`src/rtl/dense_input_deserializer_pkg.sv`:
```
// Fixed-point conversion helpers and deserializer state type.
package fxp_pkg;

   typedef enum logic {FILL, FULL} deser_state_t;

   // Magnitude of the fractional-bit realignment between two Q formats.
   function automatic int shift_amt(input int in_nfrac, input int nfrac);
      return (nfrac >= in_nfrac) ? (nfrac - in_nfrac) : (in_nfrac - nfrac);
   endfunction

   // Intermediate width: wide enough that neither the shift nor the rounding add overflows.
   function automatic int conv_width(input int in_width, input int in_nfrac, input int nfrac);
      return in_width + shift_amt(in_nfrac, nfrac) + 1;
   endfunction

   // Round-half-up constant added before a right shift; zero when shifting left.
   function automatic longint round_const(input int in_nfrac, input int nfrac);
      return (nfrac >= in_nfrac) ? 64'sd0 : (64'sd1 <<< (in_nfrac - nfrac - 1));
   endfunction

   function automatic longint SAT_MAX(input int width);
      return (64'sd1 <<< (width - 1)) - 64'sd1;
   endfunction

   function automatic longint SAT_MIN(input int width);
      return -(64'sd1 <<< (width - 1));
   endfunction

endpackage

```
`src/rtl/dense_input_deserializer_if.sv`:
```
// Sample-in / frame-out stream bundle for the dense layer input deserializer.
interface dense_input_deserializer_if #(
   parameter int IN_WIDTH   = 16,
   parameter int WIDTH      = 17,
   parameter int INPUT_SIZE = 32
);
   logic signed [IN_WIDTH-1:0] in_data;
   logic                       in_valid;
   logic                       in_last;
   logic                       in_ready;
   logic signed [WIDTH-1:0]    out_data [0:INPUT_SIZE-1];
   logic                       out_valid;
   logic                       out_ready;
   logic                       out_sat;
   logic                       frame_err;

   modport master (
      output in_data, in_valid, in_last, out_ready,
      input  in_ready, out_data, out_valid, out_sat, frame_err
   );

   modport slave (
      input  in_data, in_valid, in_last, out_ready,
      output in_ready, out_data, out_valid, out_sat, frame_err
   );
endinterface

```
`src/rtl/dense_input_deserializer_fxp_convert.sv`:
```
// Combinational Q-format conversion with round-half-up and saturation.
module fxp_convert
   import fxp_pkg::*;
#(
   parameter int IN_WIDTH = 16,
   parameter int IN_NFRAC = 8,
   parameter int WIDTH    = 17,
   parameter int NFRAC    = 10
) (
   input  logic signed [IN_WIDTH-1:0] in,
   output logic signed [WIDTH-1:0]    out,
   output logic                       sat
);
   localparam int     SH   = shift_amt(IN_NFRAC, NFRAC);
   localparam int     IW   = conv_width(IN_WIDTH, IN_NFRAC, NFRAC);
   localparam longint MAXV = SAT_MAX(WIDTH);
   localparam longint MINV = SAT_MIN(WIDTH);
   localparam logic signed [WIDTH-1:0] OMAX = MAXV[WIDTH-1:0];
   localparam logic signed [WIDTH-1:0] OMIN = MINV[WIDTH-1:0];

   logic signed [IW-1:0] ext;
   logic signed [IW-1:0] wide;
   logic signed [63:0]   w64;

   assign ext = {{(IW-IN_WIDTH){in[IN_WIDTH-1]}}, in};

   generate
      if (NFRAC >= IN_NFRAC) begin : g_left
         assign wide = ext <<< SH;
      end else begin : g_right
         localparam logic signed [IW-1:0] RCV = IW'(round_const(IN_NFRAC, NFRAC));
         assign wide = (ext + RCV) >>> SH;
      end
   endgenerate

   assign w64 = {{(64-IW){wide[IW-1]}}, wide};

   // Clamp to the output range and flag when clamping happened.
   always_comb begin
      sat = 1'b0;
      out = w64[WIDTH-1:0];
      if (w64 > MAXV) begin
         sat = 1'b1;
         out = OMAX;
      end else if (w64 < MINV) begin
         sat = 1'b1;
         out = OMIN;
      end
   end
endmodule

```
`src/rtl/dense_input_deserializer.sv`:
```
// Serial-to-parallel front end: converts samples and gathers them into frames for the dense layer.
module dense_input_deserializer
   import fxp_pkg::*;
#(
   parameter int IN_WIDTH   = 16,
   parameter int IN_NFRAC   = 8,
   parameter int WIDTH      = 17,
   parameter int NFRAC      = 10,
   parameter int INPUT_SIZE = 32
) (
   input logic clk,
   input logic reset,
   dense_input_deserializer_if.slave bus
);
   localparam int CNT_W = $clog2(INPUT_SIZE);
   localparam logic [CNT_W-1:0] LAST_IDX = CNT_W'(INPUT_SIZE - 1);

   deser_state_t            state;
   logic [CNT_W-1:0]        cnt;
   logic signed [WIDTH-1:0] cbuf [0:INPUT_SIZE-2];
   logic                    acc_sat;
   logic signed [WIDTH-1:0] last_el;
   logic                    last_sat;

   logic signed [WIDTH-1:0] conv;
   logic                    conv_sat;
   logic                    accept;
   logic                    slot_free;
   logic                    frame_sat;

   fxp_convert #(
      .IN_WIDTH (IN_WIDTH),
      .IN_NFRAC (IN_NFRAC),
      .WIDTH    (WIDTH),
      .NFRAC    (NFRAC)
   ) u_conv (
      .in  (bus.in_data),
      .out (conv),
      .sat (conv_sat)
   );

   assign accept    = bus.in_valid && bus.in_ready;
   assign slot_free = !bus.out_valid || bus.out_ready;
   // First element of a frame starts a fresh saturation accumulation.
   assign frame_sat = ((cnt == '0) ? 1'b0 : acc_sat) | conv_sat;

   // Frame FSM: collect into cbuf, hand off to the output register, stall in FULL when the slot is busy.
   always_ff @(posedge clk or posedge reset) begin
      if (reset) begin
         state         <= FILL;
         cnt           <= '0;
         acc_sat       <= 1'b0;
         last_el       <= '0;
         last_sat      <= 1'b0;
         bus.in_ready  <= 1'b1;
         bus.out_valid <= 1'b0;
         bus.out_sat   <= 1'b0;
         bus.frame_err <= 1'b0;
         for (int unsigned i = 0; i < INPUT_SIZE - 1; i++) cbuf[i] <= '0;
         for (int unsigned i = 0; i < INPUT_SIZE; i++) bus.out_data[i] <= '0;
      end else begin
         bus.frame_err <= 1'b0;
         if (bus.out_valid && bus.out_ready) bus.out_valid <= 1'b0;

         case (state)
            FILL: begin
               if (accept) begin
                  if (cnt != LAST_IDX) begin
                     if (bus.in_last) begin
                        // Premature end of frame: drop what was gathered.
                        cnt           <= '0;
                        bus.frame_err <= 1'b1;
                     end else begin
                        cbuf[cnt] <= conv;
                        acc_sat   <= frame_sat;
                        cnt       <= cnt + 1'b1;
                     end
                  end else begin
                     bus.frame_err <= !bus.in_last;
                     if (slot_free) begin
                        for (int unsigned i = 0; i < INPUT_SIZE - 1; i++) bus.out_data[i] <= cbuf[i];
                        bus.out_data[INPUT_SIZE-1] <= conv;
                        bus.out_sat   <= frame_sat;
                        bus.out_valid <= 1'b1;
                        cnt           <= '0;
                     end else begin
                        last_el      <= conv;
                        last_sat     <= frame_sat;
                        state        <= FULL;
                        bus.in_ready <= 1'b0;
                     end
                  end
               end
            end
            FULL: begin
               if (slot_free) begin
                  for (int unsigned i = 0; i < INPUT_SIZE - 1; i++) bus.out_data[i] <= cbuf[i];
                  bus.out_data[INPUT_SIZE-1] <= last_el;
                  bus.out_sat   <= last_sat;
                  bus.out_valid <= 1'b1;
                  cnt           <= '0;
                  state         <= FILL;
                  bus.in_ready  <= 1'b1;
               end
            end
         endcase
      end
   end
endmodule

```
`src/flat_wrapper.sv`:
```
// flat-port wrapper written by rule: the top's interface ports become plain ports
module dense_input_deserializer_flat import fxp_pkg::*;
#(
   parameter int IN_WIDTH   = 16,
   parameter int IN_NFRAC   = 8,
   parameter int WIDTH      = 17,
   parameter int NFRAC      = 10,
   parameter int INPUT_SIZE = 32
)
  (clk, reset, bus_in_data, bus_in_valid, bus_in_last, bus_out_ready, bus_in_ready, bus_out_data, bus_out_valid, bus_out_sat, bus_frame_err);
  dense_input_deserializer_if #(.IN_WIDTH(IN_WIDTH), .WIDTH(WIDTH), .INPUT_SIZE(INPUT_SIZE)) bus_i ();
  input logic clk;
  input logic reset;
  input wire logic [$bits(bus_i.in_data)-1:0] bus_in_data;
  input wire logic [$bits(bus_i.in_valid)-1:0] bus_in_valid;
  input wire logic [$bits(bus_i.in_last)-1:0] bus_in_last;
  input wire logic [$bits(bus_i.out_ready)-1:0] bus_out_ready;
  output wire logic [$bits(bus_i.in_ready)-1:0] bus_in_ready;
  output wire logic [$bits(bus_i.out_data)-1:0] bus_out_data;
  output wire logic [$bits(bus_i.out_valid)-1:0] bus_out_valid;
  output wire logic [$bits(bus_i.out_sat)-1:0] bus_out_sat;
  output wire logic [$bits(bus_i.frame_err)-1:0] bus_frame_err;
  assign bus_i.in_data = bus_in_data;
  assign bus_i.in_valid = bus_in_valid;
  assign bus_i.in_last = bus_in_last;
  assign bus_i.out_ready = bus_out_ready;
  assign bus_in_ready = bus_i.in_ready;
  assign bus_out_data = {>>{bus_i.out_data}};
  assign bus_out_valid = bus_i.out_valid;
  assign bus_out_sat = bus_i.out_sat;
  assign bus_frame_err = bus_i.frame_err;
  dense_input_deserializer #(.IN_WIDTH(IN_WIDTH), .IN_NFRAC(IN_NFRAC), .WIDTH(WIDTH), .NFRAC(NFRAC), .INPUT_SIZE(INPUT_SIZE)) u_core (.clk(clk), .reset(reset), .bus(bus_i));
endmodule
```
`config.mk`:
```
export PLATFORM = sky130hd
export DESIGN_NAME = dense_input_deserializer_flat
export DESIGN_NICKNAME = d
export VERILOG_FILES = /design/src/rtl/dense_input_deserializer_pkg.sv /design/src/rtl/dense_input_deserializer_if.sv /design/src/rtl/dense_input_deserializer_fxp_convert.sv /design/src/rtl/dense_input_deserializer.sv /design/src/flat_wrapper.sv
export SDC_FILE = /design/constraint.sdc
export NUM_CORES = 2
export LEC_CHECK = 0
export CORE_MARGIN = 2
export CORE_UTILIZATION = 35
export CTS_CLUSTER_SIZE = 12
export DETAILED_ROUTE_END_ITERATION = 8
export HOLD_SLACK_MARGIN = 0.08
export PLACE_DENSITY_LB_ADDON = 0.15
export SLEW_MARGIN = 25
export SYNTH_ARGS = -nofsm -noshare
export SYNTH_HDL_FRONTEND = slang
export SYNTH_HIERARCHICAL = 1
export SYNTH_SLANG_ARGS = --single-unit
```
`constraint.sdc`:
```
create_clock -name clk -period 43.7 [get_ports clk]
set_clock_uncertainty 0.05 [all_clocks]
set_input_delay 4.37 -clock clk [delete_from_list [all_inputs] [get_ports clk]]
set_output_delay 4.37 -clock clk [all_outputs]
set_load 0.02 [all_outputs]
```
# Word level (Yosys, flattened, before mapping)
# Index checks and enable logic that the tools add are counted.
[word_totals]
regBits = 1100
output_inout_bits = 548
elab_cells = 141
[classes]
add_sub_neg = 1
order_cmp = 4
n_eq_ne = 6
mux = 41
bitwise_logic = 6
n_reduce_logical = 11
[op_table]
columns = ["op", "count"]
rows = [
  ["$mux W544", 4],
  ["$pmux W544 S2", 1],
  ["$bwmux W527", 1],
  ["$demux W17 S5", 1],
  ["$mux W17", 3],
  ["$mux W1", 22],
  ["$mux W5", 4],
  ["$gt A18 B17 Y1 const B", 1],
  ["$lt A18 B17 Y1 const B", 1],
  ["$reduce_and A4 Y1", 4],
  ["$pmux W5 S2", 1],
  ["$pmux W1 S2", 4],
  ["$ge A6 B6 Y1 const B", 1],
  ["$lt A6 B1 Y1 const B", 1],
  ["$ne A2 B2 Y1 const B", 3],
  ["$not A5 Y6", 1],
  ["$add A5 B1 Y5 const B", 1],
  ["$logic_not A5 Y1", 1],
  ["$ne A5 B5 Y1 const B", 1],
  ["$ne A2 B1 Y1 const B", 2],
  ["$not A1 Y1", 4],
  ["$logic_and A1 B1 Y1", 3],
  ["$logic_not A1 Y1", 2],
  ["$logic_or A1 B1 Y1", 1],
  ["$or A1 B1 Y1", 1],
]

# Longest topological paths before layout
[logic_depth]
word_depth = 8
mapped_depth = 11
ltp_nobuf = 6

# Modules after synthesis
# The synthesis kept the hierarchy.
[by_module_without_submodules]
columns = ["mod", "instances", "cells_each", "area_each_um2"]
rows = [
  ["dense_input_deserializer", 1, 2484, 42658.4],
  ["fxp_convert", 1, 24, 192.7],
]

# Worst setup path before layout
# OpenSTA, ideal clock, no wires.
[synth_timing]
path_kind = "input to register"
from = "input port bus_in_valid"
to = "register u_core.bus.out_data[100]"
setup_ns = 0.125
arrival_time_ns = 5.642
path_slack_ns = 37.883
stages = 7
n_path_buf = 4
cell_sequence = "a31oi_2 -> or2_1 -> buf_2 -> buf_6 -> buf_6 -> buf_6 -> mux2_4"
[synth_between]
elab_chain_cells = 3
[synth_rtl]
columns = ["element", "line_no", "source"]
rows = [
  ["from (decl)", "flat_wrapper.sv:15", "input wire logic [$bits(bus_i.in_valid)-1:0] bus_in_valid;"],
  ["$logic_and A1 B1 Y1", "dense_input_deserializer.sv:42", "assign accept = bus.in_valid && bus.in_ready;"],
  ["$ne A2 B1 Y1 (no line)", "n/a", ""],
  ["$reduce_and A4 Y1 (no line)", "n/a", ""],
  ["to (signal, indexed assignment)", "dense_input_deserializer.sv:82", "bus.out_data[INPUT_SIZE-1] <= conv;"],
  ["to (signal, indexed assignment)", "dense_input_deserializer.sv:98", "bus.out_data[INPUT_SIZE-1] <= last_el;"],
  ["to (decl)", "dense_input_deserializer_if.sv:24", "output in_ready, out_data, out_valid, out_sat, frame_err"],
]
# Every way passes these cells.
# A chain may end at the register's enable or synchronous reset.

# Final worst setup path
[layout_timing]
from = "input port bus_in_valid"
to = "register u_core.bus.out_data[477]"
# The elaborated chain is that of the path after synthesis.

==> out/qor.csv <==
metric,value,unit
finalSetupViolCount,0,
grt_max_degree,187,
cp_max_fo,73,
setup_tns,0,ns
max_freq,0.101,GHz
slew_viol_final,0,
dp_hpwl,74000,microns
postSynthCellCount,2508,
fill_cells,10865,
grt_pass1_vias,25167,
crit_path_max_incr_delay,0.92,ns
drt_wl_total,117000,microns
clockBufferDepth,3,
min_path_type,reg -> reg,
grt_pass1_wl,174000,microns
crit_required,44.23,ns
worst_pin_slew,1.03,ns
path_class,in -> reg,
path_delay_family,buffers and inverters,
track_usage,0.187,
start_kind,input port,
cts_tree,done,
synth_area_leaders,"dfrtp_1 (64%), mux2_2 (22%), mux2_4 (5.6%)",
cpMostUsedCell,buf_4,
first_pass_iters,4,
layout-drive-gt1-share,0.407,
yosysWarnings,6,
fp.dieH,354,microns
finalCritPeriodShare,0.227,
gp_congestion,0.747,
layout_min_cycle_time,9.93,ns
ant_nets,0,
worst_hold_slack,0.426,ns
cp.arrival,10.45,ns
grt-ovfl-total,0,
vias_per_cell,4.82,
cts_resized,0,
crit_path_end_kind,flip-flop,
path_cells,clkdlybuf4s50_1 > a31oi_2 > or2_4 > buf_4 > buf_4 > buf_4 > buf_4 > mux2_2,
nets,3100,
dieArea,125000,sq um
synthesis.nets,2538,
maxCapViolCount,0,
syn2layout_area_growth,25.7,%
cts.root.buffer_cell,clkbuf_16,
initial_core_util,0.352,
io_buffers,568,
ios,569,
path_clk_slew,0.06,ns
rsz0062_at_grt,no,
critPathSlowestCell,buf_4,
hold_buffers,0,
synth-seq-cells,1100,
leakagePower,26.8,nW
yosysTopAreaCellShare,0.642,
numCtsBuffers,119,
hold_viol_final,0,
antenna_found_initial,8,
maxSlewHeadroom,0.311,
insertion_delay,0.71,ns
htreeDepth,3,
worst-path-buf-inv,5,
post_cts_buffers,0,
die_width,354,microns
ys_seq_area_frac,0.642,
synth_cell_types,46,
power_density,41.1,nW/um^2
clock_sinks,1100,
status,finished clean,
wire_per_inst,24.4,microns
yosys.area.top_type,dfrtp_1,
drcViolationCount,0,
first_iter_violations,1098,
vdd_drop_max,0.0000337,V
core_area,122000,sq um
avgSynthCellArea,17.1,sq um
rows,128,
synth.cell_area,42900,sq um
vias,23130,
-- cell usage after synthesis, drive strengths merged --
cell    count
dfrtp    1099
mux2     1071
buf       116
clkbuf     55
o21ai      37
nand3      19
mux2i      18
nand4      16
a21o       15
ha          9
inv         9
a21oi       4
a22o        4
a31oi       4
nor2        4
nor2b       4
and3        3
and3b       3
nor3b       3
nand2       2
or2         2
a211oi      1
and2        1
and4        1
and4bb      1
dfstp       1
nand2b      1
nor3        1
o31ai       1
or4b        1
xnor2       1
xor2        1
-- power breakdown --
group	switching (mW)	internal [mW]
sequential	0.0270	1.07
combinational	0.0721	0.0517
clock	0.408	0.582
-- cells in the final DEF (no fill, tap or decap), types with 4 or more instances in the layout --
cell type        synthesis  layout
dfrtp_1               1099    1099
mux2_2                 838     838
clkdlybuf4s50_1          0     568
mux2_4                 160     160
clkbuf_16                0     120
mux2_1                  73      73
o21ai_0                 37      37
clkbuf_8                 0      35
buf_4                   36      35
clkbuf_1                55      32
clkinv_2                 0      19
mux2i_1                 18      18
nand3_4                 16      16
a21o_2                   4      13
nand4_4                 11      11
ha_1                     9       8
inv_1                    8       7
diode_2                  0       6
buf_6                   33       6
inv_6                    0       5
a21oi_1                  4       4
a22o_1                   4       4
nand4_2                  4       4
-- area by class of cell --
class                   instances  area [sq um]  share of cell area
inverters                       9          46.3            0.000860
clock inverters                32           303             0.00562
repair buffers                612          6080               0.113
multi-input cells            1228         14200               0.264
clock buffers                 187          3600              0.0669
well taps                    1625          2030              0.0378
flip-flops and latches       1100         27500               0.511
diodes                          6          15.0            0.000279
-- metal layers --
metal	vias up	part of all wire	global-route usage
li1	10035	-	-
met1	12377	0.42	0.240
met2	572	0.49	0.310
met3	142	0.067	0.0521
met4	4	0.021	0.0497
met5	-	0.00021	0
-- worst paths after layout --
| kind | endpoint | slack, ns | cells after the start | from |
|---|---|---|---|---|
| hold reg to reg | u_core/bus.out_data[533] | 0.43 | 1 | u_core/cbuf[516] |
| setup / recovery | u_core/bus.out_data[477] | 33.77 | 8 | bus_in_valid |
| min in group asynchronous | u_core/bus.out_data[469] | 4.18 | 2 | reset |
| hold / removal | u_core/bus.out_data[533] | 0.43 | 1 | u_core/cbuf[516] |
| setup reg to reg | u_core/bus.out_data[477] | 36.62 | 11 | u_core/cnt[1] |
| max in group asynchronous | u_core/cbuf[152] | 34.90 | 7 | reset |
-- metrics by stage --
stage,instances,total power [mW],setup WS (ns),instance area [sq um],utilization
after floorplan,2508,1.20,8.31,42900,-
after global placement,4572,1.24,32.95,49800,0.409
after detailed placement,4573,1.24,33.10,49900,0.410
after CTS,4792,2.25,33.87,53800,0.442
after global routing,4793,2.31,33.52,53800,0.442
final,4799,2.21,33.77,53800,0.442
-- flip-flops by register name, indices dropped and copies added (netlist names) --
name / count
u_core/acc_sat: 1
u_core/bus.frame_err: 1
u_core/bus.in_ready: 1
u_core/bus.out_data: 544
u_core/bus.out_sat: 1
u_core/bus.out_valid: 1
u_core/cbuf: 527
u_core/cnt: 5
u_core/last_el: 17
u_core/last_sat: 1
u_core/state: 1
-- cell families (layout without fill, tap and decap cells) --
logic type / count (synthesis) / in the layout / synth area share
other: 0 / 6 / 0
muxes: 1089 / 1089 / 0.300
DFF: 1100 / 1100 / 0.642
xor gates and xnor gates: 2 / 2 / 0.000409
buffers and inverters: 180 / 840 / 0.0266
and+or+nand+nor: 62 / 62 / 0.0188
AOI/OAI and AO/OA: 66 / 66 / 0.00943
adders and majority gates: 9 / 9 / 0.00263
Power figures use the tool's default switching activity.
